--- src/rtl/riscv_mem_arbiter_if.sv ---
// riscv_mem_arbiter_if
//   Bundles the two requester ports (CPU load/store, AXI-Lite host) and the
//   ideal_mem port-2 drive of riscv_mem_arbiter.
//   slave  : arbiter side (takes reqs and mem_rdata, drives acks/resp/mem).
//   master : requesters plus memory side (drives reqs and mem_rdata).
//   Params : ADDR_W - word-address width of ideal_mem port 2.
interface riscv_mem_arbiter_if #(parameter int ADDR_W = 9);
  logic              cpu_hold;
  logic              cpu_req, cpu_we;
  logic [ADDR_W-1:0] cpu_addr;
  logic [31:0]       cpu_wdata;
  logic              cpu_ack, cpu_rvalid;
  logic [31:0]       cpu_rdata;
  logic              host_req, host_we;
  logic [ADDR_W-1:0] host_addr;
  logic [31:0]       host_wdata;
  logic              host_ack, host_rvalid;
  logic [31:0]       host_rdata;
  logic [ADDR_W-1:0] mem_addr;
  logic              mem_rden, mem_wren;
  logic [31:0]       mem_wdata, mem_rdata;

  modport slave (
    input  cpu_hold, cpu_req, cpu_we, cpu_addr, cpu_wdata,
    input  host_req, host_we, host_addr, host_wdata, mem_rdata,
    output cpu_ack, cpu_rvalid, cpu_rdata, host_ack, host_rvalid, host_rdata,
    output mem_addr, mem_rden, mem_wren, mem_wdata
  );

  modport master (
    output cpu_hold, cpu_req, cpu_we, cpu_addr, cpu_wdata,
    output host_req, host_we, host_addr, host_wdata, mem_rdata,
    input  cpu_ack, cpu_rvalid, cpu_rdata, host_ack, host_rvalid, host_rdata,
    input  mem_addr, mem_rden, mem_wren, mem_wdata
  );
endinterface

--- src/rtl/riscv_mem_arbiter.sv ---
// riscv_mem_arbiter
//   Registered two-port arbiter in front of ideal_mem port 2, shared between
//   the CPU load/store path and the AXI-Lite host path. Grant is combinational
//   in the request cycle, CPU has priority, and a host refused MAX_WAIT cycles
//   in a row gets a one-cycle forced grant. Read data returns one cycle after
//   the read ack through per-requester rdata registers.
// Ports
//   riscv_cpu_clk   - clock
//   riscv_cpu_reset - asynchronous reset, active-high
//   bus             - riscv_mem_arbiter_if.slave (requesters + mem drive)
//   stat_conflict   - (ARB_STATS_EN) cycles with both effective reqs high
//   stat_forced     - (ARB_STATS_EN) forced host grants
// Params
//   ADDR_W   - word-address width
//   MAX_WAIT - refused host cycles before a forced host grant (1..255)
// Config macro
//   ARB_STATS_EN - adds the two wrapping 32-bit statistics counters.
module riscv_mem_arbiter #(
  parameter int ADDR_W   = 9,
  parameter int MAX_WAIT = 15
) (
  input  logic                 riscv_cpu_clk,
  input  logic                 riscv_cpu_reset,
  riscv_mem_arbiter_if.slave   bus
`ifdef ARB_STATS_EN
  ,
  output logic [31:0]          stat_conflict,
  output logic [31:0]          stat_forced
`endif
);

  localparam logic [7:0] MAX_W = 8'(MAX_WAIT);

  logic              cpu_eff, forced, cpu_win, host_win;
  logic [7:0]        wait_cnt_q, wait_cnt_d;
  logic              cpu_rvalid_q, cpu_rvalid_d, host_rvalid_q, host_rvalid_d;
  logic [31:0]       cpu_rdata_q, cpu_rdata_d, host_rdata_q, host_rdata_d;
  logic [ADDR_W-1:0] mem_addr;
  logic [31:0]       mem_wdata;
  logic              mem_rden, mem_wren;

  always_comb begin
    cpu_eff   = bus.cpu_req & ~bus.cpu_hold;
    // Forced only when the host actually beats a live CPU request.
    forced    = bus.host_req & cpu_eff & (wait_cnt_q == MAX_W);
    host_win  = bus.host_req & (~cpu_eff | forced);
    cpu_win   = cpu_eff & ~host_win;

    mem_addr  = '0;
    mem_wdata = '0;
    mem_wren  = 1'b0;
    mem_rden  = 1'b0;
    if (cpu_win) begin
      mem_addr  = bus.cpu_addr;
      mem_wdata = bus.cpu_wdata;
      mem_wren  = bus.cpu_we;
      mem_rden  = ~bus.cpu_we;
    end else if (host_win) begin
      mem_addr  = bus.host_addr;
      mem_wdata = bus.host_wdata;
      mem_wren  = bus.host_we;
      mem_rden  = ~bus.host_we;
    end

    wait_cnt_d = wait_cnt_q;
    if (!bus.host_req || host_win)  wait_cnt_d = '0;
    else if (wait_cnt_q != MAX_W)   wait_cnt_d = wait_cnt_q + 8'd1;

    // rvalid is a one-cycle pulse; rdata holds until the next read response.
    cpu_rvalid_d  = cpu_win & ~bus.cpu_we;
    host_rvalid_d = host_win & ~bus.host_we;
    cpu_rdata_d   = cpu_rvalid_d  ? bus.mem_rdata : cpu_rdata_q;
    host_rdata_d  = host_rvalid_d ? bus.mem_rdata : host_rdata_q;
  end

  always_ff @(posedge riscv_cpu_clk or posedge riscv_cpu_reset) begin
    if (riscv_cpu_reset) begin
      wait_cnt_q    <= '0;
      cpu_rvalid_q  <= 1'b0;
      host_rvalid_q <= 1'b0;
      cpu_rdata_q   <= '0;
      host_rdata_q  <= '0;
    end else begin
      wait_cnt_q    <= wait_cnt_d;
      cpu_rvalid_q  <= cpu_rvalid_d;
      host_rvalid_q <= host_rvalid_d;
      cpu_rdata_q   <= cpu_rdata_d;
      host_rdata_q  <= host_rdata_d;
    end
  end

  assign bus.cpu_ack     = cpu_win;
  assign bus.host_ack    = host_win;
  assign bus.cpu_rvalid  = cpu_rvalid_q;
  assign bus.host_rvalid = host_rvalid_q;
  assign bus.cpu_rdata   = cpu_rdata_q;
  assign bus.host_rdata  = host_rdata_q;
  assign bus.mem_addr    = mem_addr;
  assign bus.mem_wdata   = mem_wdata;
  assign bus.mem_wren    = mem_wren;
  assign bus.mem_rden    = mem_rden;

`ifdef ARB_STATS_EN
  logic [31:0] stat_conflict_q, stat_conflict_d, stat_forced_q, stat_forced_d;

  always_comb begin
    stat_conflict_d = stat_conflict_q + {31'd0, cpu_eff & bus.host_req};
    stat_forced_d   = stat_forced_q + {31'd0, forced};
  end

  always_ff @(posedge riscv_cpu_clk or posedge riscv_cpu_reset) begin
    if (riscv_cpu_reset) begin
      stat_conflict_q <= '0;
      stat_forced_q   <= '0;
    end else begin
      stat_conflict_q <= stat_conflict_d;
      stat_forced_q   <= stat_forced_d;
    end
  end

  assign stat_conflict = stat_conflict_q;
  assign stat_forced   = stat_forced_q;
`endif

endmodule
--- src/flat_wrapper.sv ---
// flat-port wrapper written by rule: the top's interface ports become plain ports
module riscv_mem_arbiter_flat 
#(
  parameter int ADDR_W   = 9,
  parameter int MAX_WAIT = 15
)
  (riscv_cpu_clk, riscv_cpu_reset, bus_cpu_hold, bus_cpu_req, bus_cpu_we, bus_cpu_addr, bus_cpu_wdata, bus_host_req, bus_host_we, bus_host_addr, bus_host_wdata, bus_mem_rdata, bus_cpu_ack, bus_cpu_rvalid, bus_cpu_rdata, bus_host_ack, bus_host_rvalid, bus_host_rdata, bus_mem_addr, bus_mem_rden, bus_mem_wren, bus_mem_wdata);
  riscv_mem_arbiter_if #(.ADDR_W(ADDR_W)) bus_i ();
  input  logic riscv_cpu_clk;
  input  logic riscv_cpu_reset;
  input wire logic [$bits(bus_i.cpu_hold)-1:0] bus_cpu_hold;
  input wire logic [$bits(bus_i.cpu_req)-1:0] bus_cpu_req;
  input wire logic [$bits(bus_i.cpu_we)-1:0] bus_cpu_we;
  input wire logic [$bits(bus_i.cpu_addr)-1:0] bus_cpu_addr;
  input wire logic [$bits(bus_i.cpu_wdata)-1:0] bus_cpu_wdata;
  input wire logic [$bits(bus_i.host_req)-1:0] bus_host_req;
  input wire logic [$bits(bus_i.host_we)-1:0] bus_host_we;
  input wire logic [$bits(bus_i.host_addr)-1:0] bus_host_addr;
  input wire logic [$bits(bus_i.host_wdata)-1:0] bus_host_wdata;
  input wire logic [$bits(bus_i.mem_rdata)-1:0] bus_mem_rdata;
  output wire logic [$bits(bus_i.cpu_ack)-1:0] bus_cpu_ack;
  output wire logic [$bits(bus_i.cpu_rvalid)-1:0] bus_cpu_rvalid;
  output wire logic [$bits(bus_i.cpu_rdata)-1:0] bus_cpu_rdata;
  output wire logic [$bits(bus_i.host_ack)-1:0] bus_host_ack;
  output wire logic [$bits(bus_i.host_rvalid)-1:0] bus_host_rvalid;
  output wire logic [$bits(bus_i.host_rdata)-1:0] bus_host_rdata;
  output wire logic [$bits(bus_i.mem_addr)-1:0] bus_mem_addr;
  output wire logic [$bits(bus_i.mem_rden)-1:0] bus_mem_rden;
  output wire logic [$bits(bus_i.mem_wren)-1:0] bus_mem_wren;
  output wire logic [$bits(bus_i.mem_wdata)-1:0] bus_mem_wdata;
  assign bus_i.cpu_hold = bus_cpu_hold;
  assign bus_i.cpu_req = bus_cpu_req;
  assign bus_i.cpu_we = bus_cpu_we;
  assign bus_i.cpu_addr = bus_cpu_addr;
  assign bus_i.cpu_wdata = bus_cpu_wdata;
  assign bus_i.host_req = bus_host_req;
  assign bus_i.host_we = bus_host_we;
  assign bus_i.host_addr = bus_host_addr;
  assign bus_i.host_wdata = bus_host_wdata;
  assign bus_i.mem_rdata = bus_mem_rdata;
  assign bus_cpu_ack = bus_i.cpu_ack;
  assign bus_cpu_rvalid = bus_i.cpu_rvalid;
  assign bus_cpu_rdata = bus_i.cpu_rdata;
  assign bus_host_ack = bus_i.host_ack;
  assign bus_host_rvalid = bus_i.host_rvalid;
  assign bus_host_rdata = bus_i.host_rdata;
  assign bus_mem_addr = bus_i.mem_addr;
  assign bus_mem_rden = bus_i.mem_rden;
  assign bus_mem_wren = bus_i.mem_wren;
  assign bus_mem_wdata = bus_i.mem_wdata;
  riscv_mem_arbiter #(.ADDR_W(ADDR_W), .MAX_WAIT(MAX_WAIT)) u_core (.riscv_cpu_clk(riscv_cpu_clk), .riscv_cpu_reset(riscv_cpu_reset), .bus(bus_i));
endmodule
--- config.mk ---
export PLATFORM = sky130hd
export DESIGN_NAME = riscv_mem_arbiter_flat
export DESIGN_NICKNAME = d
export VERILOG_FILES = /design/src/rtl/riscv_mem_arbiter_if.sv /design/src/rtl/riscv_mem_arbiter.sv /design/src/flat_wrapper.sv
export SDC_FILE = /design/constraint.sdc
export NUM_CORES = 1
export LEC_CHECK = 0
export BUFFER_PORTS_ARGS = -buffer_cell sky130_fd_sc_hd__buf_2
export CAP_MARGIN = 20
export CORE_MARGIN = 5
export CORE_UTILIZATION = 45
export DETAILED_ROUTE_END_ITERATION = 16
export PLACE_DENSITY_LB_ADDON = 0.15
export SYNTH_ARGS = -nofsm -noshare
export SYNTH_HDL_FRONTEND = slang
export SYNTH_SLANG_ARGS = --single-unit
--- constraint.sdc ---
create_clock -name riscv_cpu_clk -period 5.3 [get_ports riscv_cpu_clk]
set_clock_uncertainty 0.05 [all_clocks]
set_input_delay 0.265 -clock riscv_cpu_clk [delete_from_list [all_inputs] [get_ports riscv_cpu_clk]]
set_output_delay 0.265 -clock riscv_cpu_clk [all_outputs]
set_load 0.005 [all_outputs]
== After elaboration in Yosys (flattened, before gate mapping) ==
Cells that the tools add are included.
Word-level totals
  bits in registers: 74
  bits in latches: 0
  RAM bits: 0
  bits in read-only memories: 0
  input port bits: 121
  output and inout bits: 111
  word-level logic and storage cells: 34
  memories: 0
Cells by class
  add/sub/neg operators: 1
  $mul: 0
  divide/modulo/power cells: 0
  order comparisons: 0
  equal/unequal tests: 2
  shifts and indexed selects: 0
  mux-type cells: 10
  bitwise gates (word level): 13
  reductions and logical operators: 3
Operators with widths (count)
  32-bit two-way mux: 2
  9-bit two-way mux: 2
  8-bit two-way mux: 2
  8-bit by 1-bit adder with 8-bit output (second input constant): 1
  8-bit by 4-bit == test with 1-bit output (second input constant): 1
  8-bit by 4-bit != test with 1-bit output (second input constant): 1
  1-bit bitwise AND: 7
  1-bit NOT: 5
  1-bit two-way mux: 4
  2-bit nonzero test: 1
  1-bit zero test: 1
  1-bit logical OR: 1
  1-bit OR: 1

== Longest topological paths before layout ==
  depth in word-level cells: 9
  mapped depth: 8
  mapped depth without buffers: 7

== Worst setup path after synthesis ==
Ideal clock, no wire load.
  path type: reg2reg
  start point: reg u_core.wait_cnt_q[0]
  end point: reg u_core.cpu_rdata_q[18] (netlist: u_core.bus.cpu_rdata[18])
  library setup time: 0.125 ns
  arrival: 2.000 ns
  required time: 5.125 ns
  slack: 3.125 ns
  cell stages (with the launch flop): 9
  buffers on the path: 1
  period minus slack after synthesis: 2.175 ns
  cell sequence: dfrtp_1 ha_1 or4b_4 o21ai_4 inv_2 nand2b_2 inv_2 buf_6 mux2_4
Between the ends
  word-level cells in the longest chain between the ends: 7
Ends and longest elaborated chain
  start, declared: RTL line riscv_mem_arbiter.sv:35  | logic [7:0] wait_cnt_q, wait_cnt_d;
  start signal, assigned: RTL line riscv_mem_arbiter.sv:84  | wait_cnt_q <= wait_cnt_d;
  8-bit by 4-bit == test with 1-bit output: RTL line riscv_mem_arbiter.sv:45  | forced = bus.host_req & cpu_eff & (wait_cnt_q == MAX_W);
  1-bit bitwise AND: RTL line riscv_mem_arbiter.sv:45
  1-bit OR: RTL line riscv_mem_arbiter.sv:46  | host_win = bus.host_req & (~cpu_eff | forced);
  1-bit bitwise AND: RTL line riscv_mem_arbiter.sv:46
  1-bit NOT: RTL line riscv_mem_arbiter.sv:47  | cpu_win = cpu_eff & ~host_win;
  1-bit bitwise AND: RTL line riscv_mem_arbiter.sv:47
  1-bit bitwise AND: RTL line riscv_mem_arbiter.sv:70  | cpu_rvalid_d = cpu_win & ~bus.cpu_we;
  end signal, assigned: RTL line riscv_mem_arbiter.sv:87  | cpu_rdata_q <= cpu_rdata_d;
  end, declared: RTL line riscv_mem_arbiter.sv:37  | logic [31:0] cpu_rdata_q, cpu_rdata_d, host_rdata_q, host_rdata_d;
Every way passes these cells.
A chain may end at the register's enable or synchronous reset.

== Worst setup path in the final report ==
  start point: reg u_core.wait_cnt_q[0]
  end point: out bus_mem_wren
Between the ends
  word-level cells in the longest chain between the ends: 7
  elaborated cells between the ends (all ways): 8
  those cells by class: eq/ne: 1; mux: 2; bitwise: 5
Ends and longest elaborated chain
  8-bit by 4-bit == test with 1-bit output *: RTL line riscv_mem_arbiter.sv:45
  1-bit bitwise AND *: RTL line riscv_mem_arbiter.sv:45
  1-bit OR *: RTL line riscv_mem_arbiter.sv:46
  1-bit bitwise AND *: RTL line riscv_mem_arbiter.sv:46
  1-bit NOT: RTL line riscv_mem_arbiter.sv:47
  1-bit bitwise AND: RTL line riscv_mem_arbiter.sv:47
  1-bit two-way mux *: RTL line riscv_mem_arbiter.sv:53  | if (cpu_win) begin
  end, declared: RTL line flat_wrapper.sv:29  | output wire logic [$bits(bus_i.mem_wren)-1:0] bus_mem_wren;
Mark *: on every way between the ends. The rest lies on a longest branch, timed or not.

==> flow_metrics.env <==
export IMPL_run_status="completed"
export IMPL_syn_to_final_growth_pct=40.61
export IMPL_total_power_mw=1.481
export IMPL_source_to_sink_clock_delay_at_the_later_pin_of_the_worst_skew_pair_ns=0.34
export IMPL_synthesis_area_um2=3463
export IMPL_timing_critical_path_arrival_ns=3.30
export IMPL_critical_path_startpoint_type="flip-flop"
export IMPL_r2r_cells=6
export IMPL_post_cts_hold_buffer_count=0
export IMPL_fin_tns_setup_ns=0
export IMPL_gpl_final_weighted_congestion=0.9121
export IMPL_cts_tree="yes"
export IMPL_postSynthRegisterBits=74
export IMPL_hpwl_dp_um=7906
export IMPL_port_buffer_count=231
export IMPL_worstReg2RegStart="u_core.wait_cnt_q[0]"
export IMPL_die_area_um2=9551
export IMPL_floorplan_initialDensity_pct=45.53
export IMPL_layout_drive_gt1_share_pct=50.00
export IMPL_worstSetupPathType="flip-flop to output port"
export IMPL_cts_buffers=9
export IMPL_cts_path_max_buffers=2
export IMPL_num_vias=3190
export IMPL_worst_slack_ns=1.682
export IMPL_number_of_pins_exceeding_their_max_slew_limit_in_the_final_report=0
export IMPL_io_pins=232
export IMPL_synthesis_instances=318
export IMPL_critPathMostFrequentCell="inv_2"
export IMPL_whs_path_depth=2
export IMPL_vdd_ir_drop_max_uv=128.1
export IMPL_htree_levels=3
export IMPL_clock_sink_count=74
export IMPL_worstHoldPathType="input pin to flip-flop"
export IMPL_drv_cap=0
export IMPL_dr_first_iter_drc_count=81
export IMPL_top_family_by_delay_on_critical_path="buffers and inverters"
export IMPL_setup_repair_after_global_routing_missed_its_margin="no"
export IMPL_total_length_of_routed_wires_um=10150
export IMPL_crit_path_cell_trace="ha_1 -> or4b_4 -> o21ai_4 -> buf_4 -> inv_2 -> nand2b_2 -> inv_2 -> nor2_1 -> buf_2"
export IMPL_drtPass1Iterations=6
export IMPL_worst_case_headroom_to_the_max_slew_limit_pct=36.94
export IMPL_standard_cell_area_after_detailed_placement_um2=4664
export IMPL_final_instance_count_excl_fill=651
export IMPL_gr_usage_all_layers_pct=21.36
export IMPL_grt_pass1_wl_um=16390
export IMPL_core_um2=7607
export IMPL_async_flop_share_pct=100.0
export IMPL_synth_top_cell_area_share_pct=53.47
export IMPL_setup_viol=0
export IMPL_first_global_vias=3381
export IMPL_p_leak_nw=2.695
export IMPL_worst_path_buf_inv=4
export IMPL_number_of_distinct_library_cells_after_synthesis=25
export IMPL_timing_final_crit_period_ns=3.618
export IMPL_synth_top_cells_by_count="nand2_1 (84), dfrtp_1 (74), mux2_1 (46)"
export IMPL_numPlacedInstances=634
export IMPL_critPathMaxStageDelay_ns=0.49
export IMPL_synth_area_per_cell_um2=10.89
export IMPL_drt_antenna_net_count=0
export IMPL_antenna_violations_before_repair=1
export IMPL_post_route_drc_count=0
export IMPL_clk_transition_reported_paths_ns=0.08
export IMPL_grt_start_max_net_pins=75
export IMPL_row_count=32
export IMPL_fmax_ghz=0.2764
export IMPL_synth_fp_nets=440
export IMPL_die_y_um=97.73
export IMPL_critical_path_rt_ns=4.99
export IMPL_worstSetupEndpointType="output port"
export IMPL_timing_hold_worst_start="bus_mem_rdata[8]"
export IMPL_dp_slack_ns=1.978
export IMPL_synth_main_ff_cell="dfrtp_1"
export IMPL_timing_reg2reg_setup_slack_ns=2.04
export IMPL_synth_enable_flop_cells=0
export IMPL_die_width_um=97.73
export IMPL_wire_per_inst_um=15.60
export IMPL_worst_slew_pin_transition_ns=0.9409
export IMPL_cts_resized=0
export IMPL_post_cts_buffers=0
export IMPL_final_hold_viol_count=0
export IMPL_post_synth_main_area_contributors="dfrtp_1 (53%), mux2_1 (15%), nand2_1 (9.1%), nand3_1 (6.5%), mux2_4 (4.3%)"
export IMPL_finalNetCount=665
export IMPL_synth_most_common_cell="nand2_1"
export IMPL_synth_top_area_cell="dfrtp_1"
export IMPL_regToRegEndpoint="u_core.bus.host_rdata[18]"
export IMPL_grt_remaining_overflow=0
export IMPL_clk_root_buffer_cell="clkbuf_8"
export IMPL_timing_hold_worst_endpoint="u_core.bus.host_rdata[8]"
export IMPL_num_fill_cells=676
export IMPL_timing_final_crit_share_pct=68.27
export IMPL_finish_instance_area_um2=4870
export IMPL_post_synthesis_sequential_area_ratio_pct=53.47
export IMPL_via_cell_ratio=4.900
export IMPL_timing_critical_path_fanout_max=46
export IMPL_pwr_density_cell_nw_per_um2=304.1
export IMPL_ys_warn_count=0
export IMPL_worst_path_max_delay_cell="or4b_4"
==> worst max-delay path by stage <==
stage	start	endpoint	slack [ns]	cells past startpoint
6_report	u_core.wait_cnt_q[0]	bus_mem_wren	1.68	9
5_1_grt	u_core.wait_cnt_q[0]	bus_mem_wren	1.43	9
3_5_place_dp	bus_host_req	u_core.bus.host_rdata[24]	1.98	6
2_1_floorplan	riscv_cpu_reset	u_core.bus.cpu_rdata[0]	3.10	1
4_1_cts	u_core.wait_cnt_q[0]	bus_mem_wren	1.64	9
3_3_place_gp	bus_host_req	bus_mem_wren	2.04	9
==> cell type report <==
cell class / instances / area [um^2] / share of cell area [%]
multi-input cells: 221 / 1499 / 30.78
inverters: 4 / 15.01 / 0.3083
repair buffers: 233 / 1171 / 24.05
flip-flops and latches: 74 / 1852 / 38.03
clock buffers: 10 / 137.6 / 2.826
clock inverters: 6 / 65.06 / 1.336
diodes: 1 / 2.502 / 0.05139
well taps: 102 / 127.6 / 2.621
==> stage by stage <==
stage / utilization, % / hold WS (ns)
floorplan: - / 0.3467
global placement: 61.32 / 0.4125
detailed placement: 61.32 / 0.4199
CTS: 63.98 / 0.07452
global route: 64.01 / 0.08352
finish: 64.01 / 0.08828
==> cells in the final DEF, fill, tap and decap left out, types with 2 or more instances in the layout <==
master and n:
xnor2_1 3, buf_4 2, inv_2 3, mux2_2 8, nand2_1 84, clkinv_2 2
dfrtp_1 74, clkbuf_8 10, mux2_4 10, mux2_1 46, nand3_1 45, xor2_1 3
nor2_1 9, buf_2 231, and3_1 3
==> worst register-to-register path, cell delays in order, from the launching register on <==
cell      delay, ns
dfrtp_1        0.42
ha_1           0.24
or4b_4         0.49
o21ai_4        0.12
buf_4          0.38
nand3b_2       0.81
mux2_1         0.63
==> per-layer routing <==
| layer | vias up | GRT usage (%) | routed length, um |
|---|---|---|---|
| li1 | 1523 | - | - |
| met2 | 152 | 36.85 | 5140 |
| met5 | - | 0 | 0 |
| met4 | 0 | 10.97 | 356 |
| met1 | 1492 | 22.97 | 3648 |
| met3 | 23 | 7.857 | 1009 |
==> flip-flops by register name (all words and copies together) (netlist names) <==
signal / flops
u_core.bus.host_rdata: 32
u_core.bus.cpu_rdata: 32
u_core.bus.cpu_rvalid: 1
u_core.bus.host_rvalid: 1
u_core.wait_cnt_q: 8
==> report_power, final <==
part | internal, mW | switching, mW
Sequential | 0.655 | 0.0440
Combinational | 0.186 | 0.153
Clock | 0.231 | 0.212
==> logic make-up after synthesis <==
logic type,Yosys count,synth area share (%)
AND/OR/NAND/NOR,148,18.89
flip-flops,74,53.47
multiplexers,64,21.89
buffers and inverters,23,3.252
XOR/XNOR,6,1.518
AO/OA/AOI/OAI,2,0.6142
adder cells (fa/ha/maj),1,0.3612
Note: power is estimated with default switching activity, not from simulation.
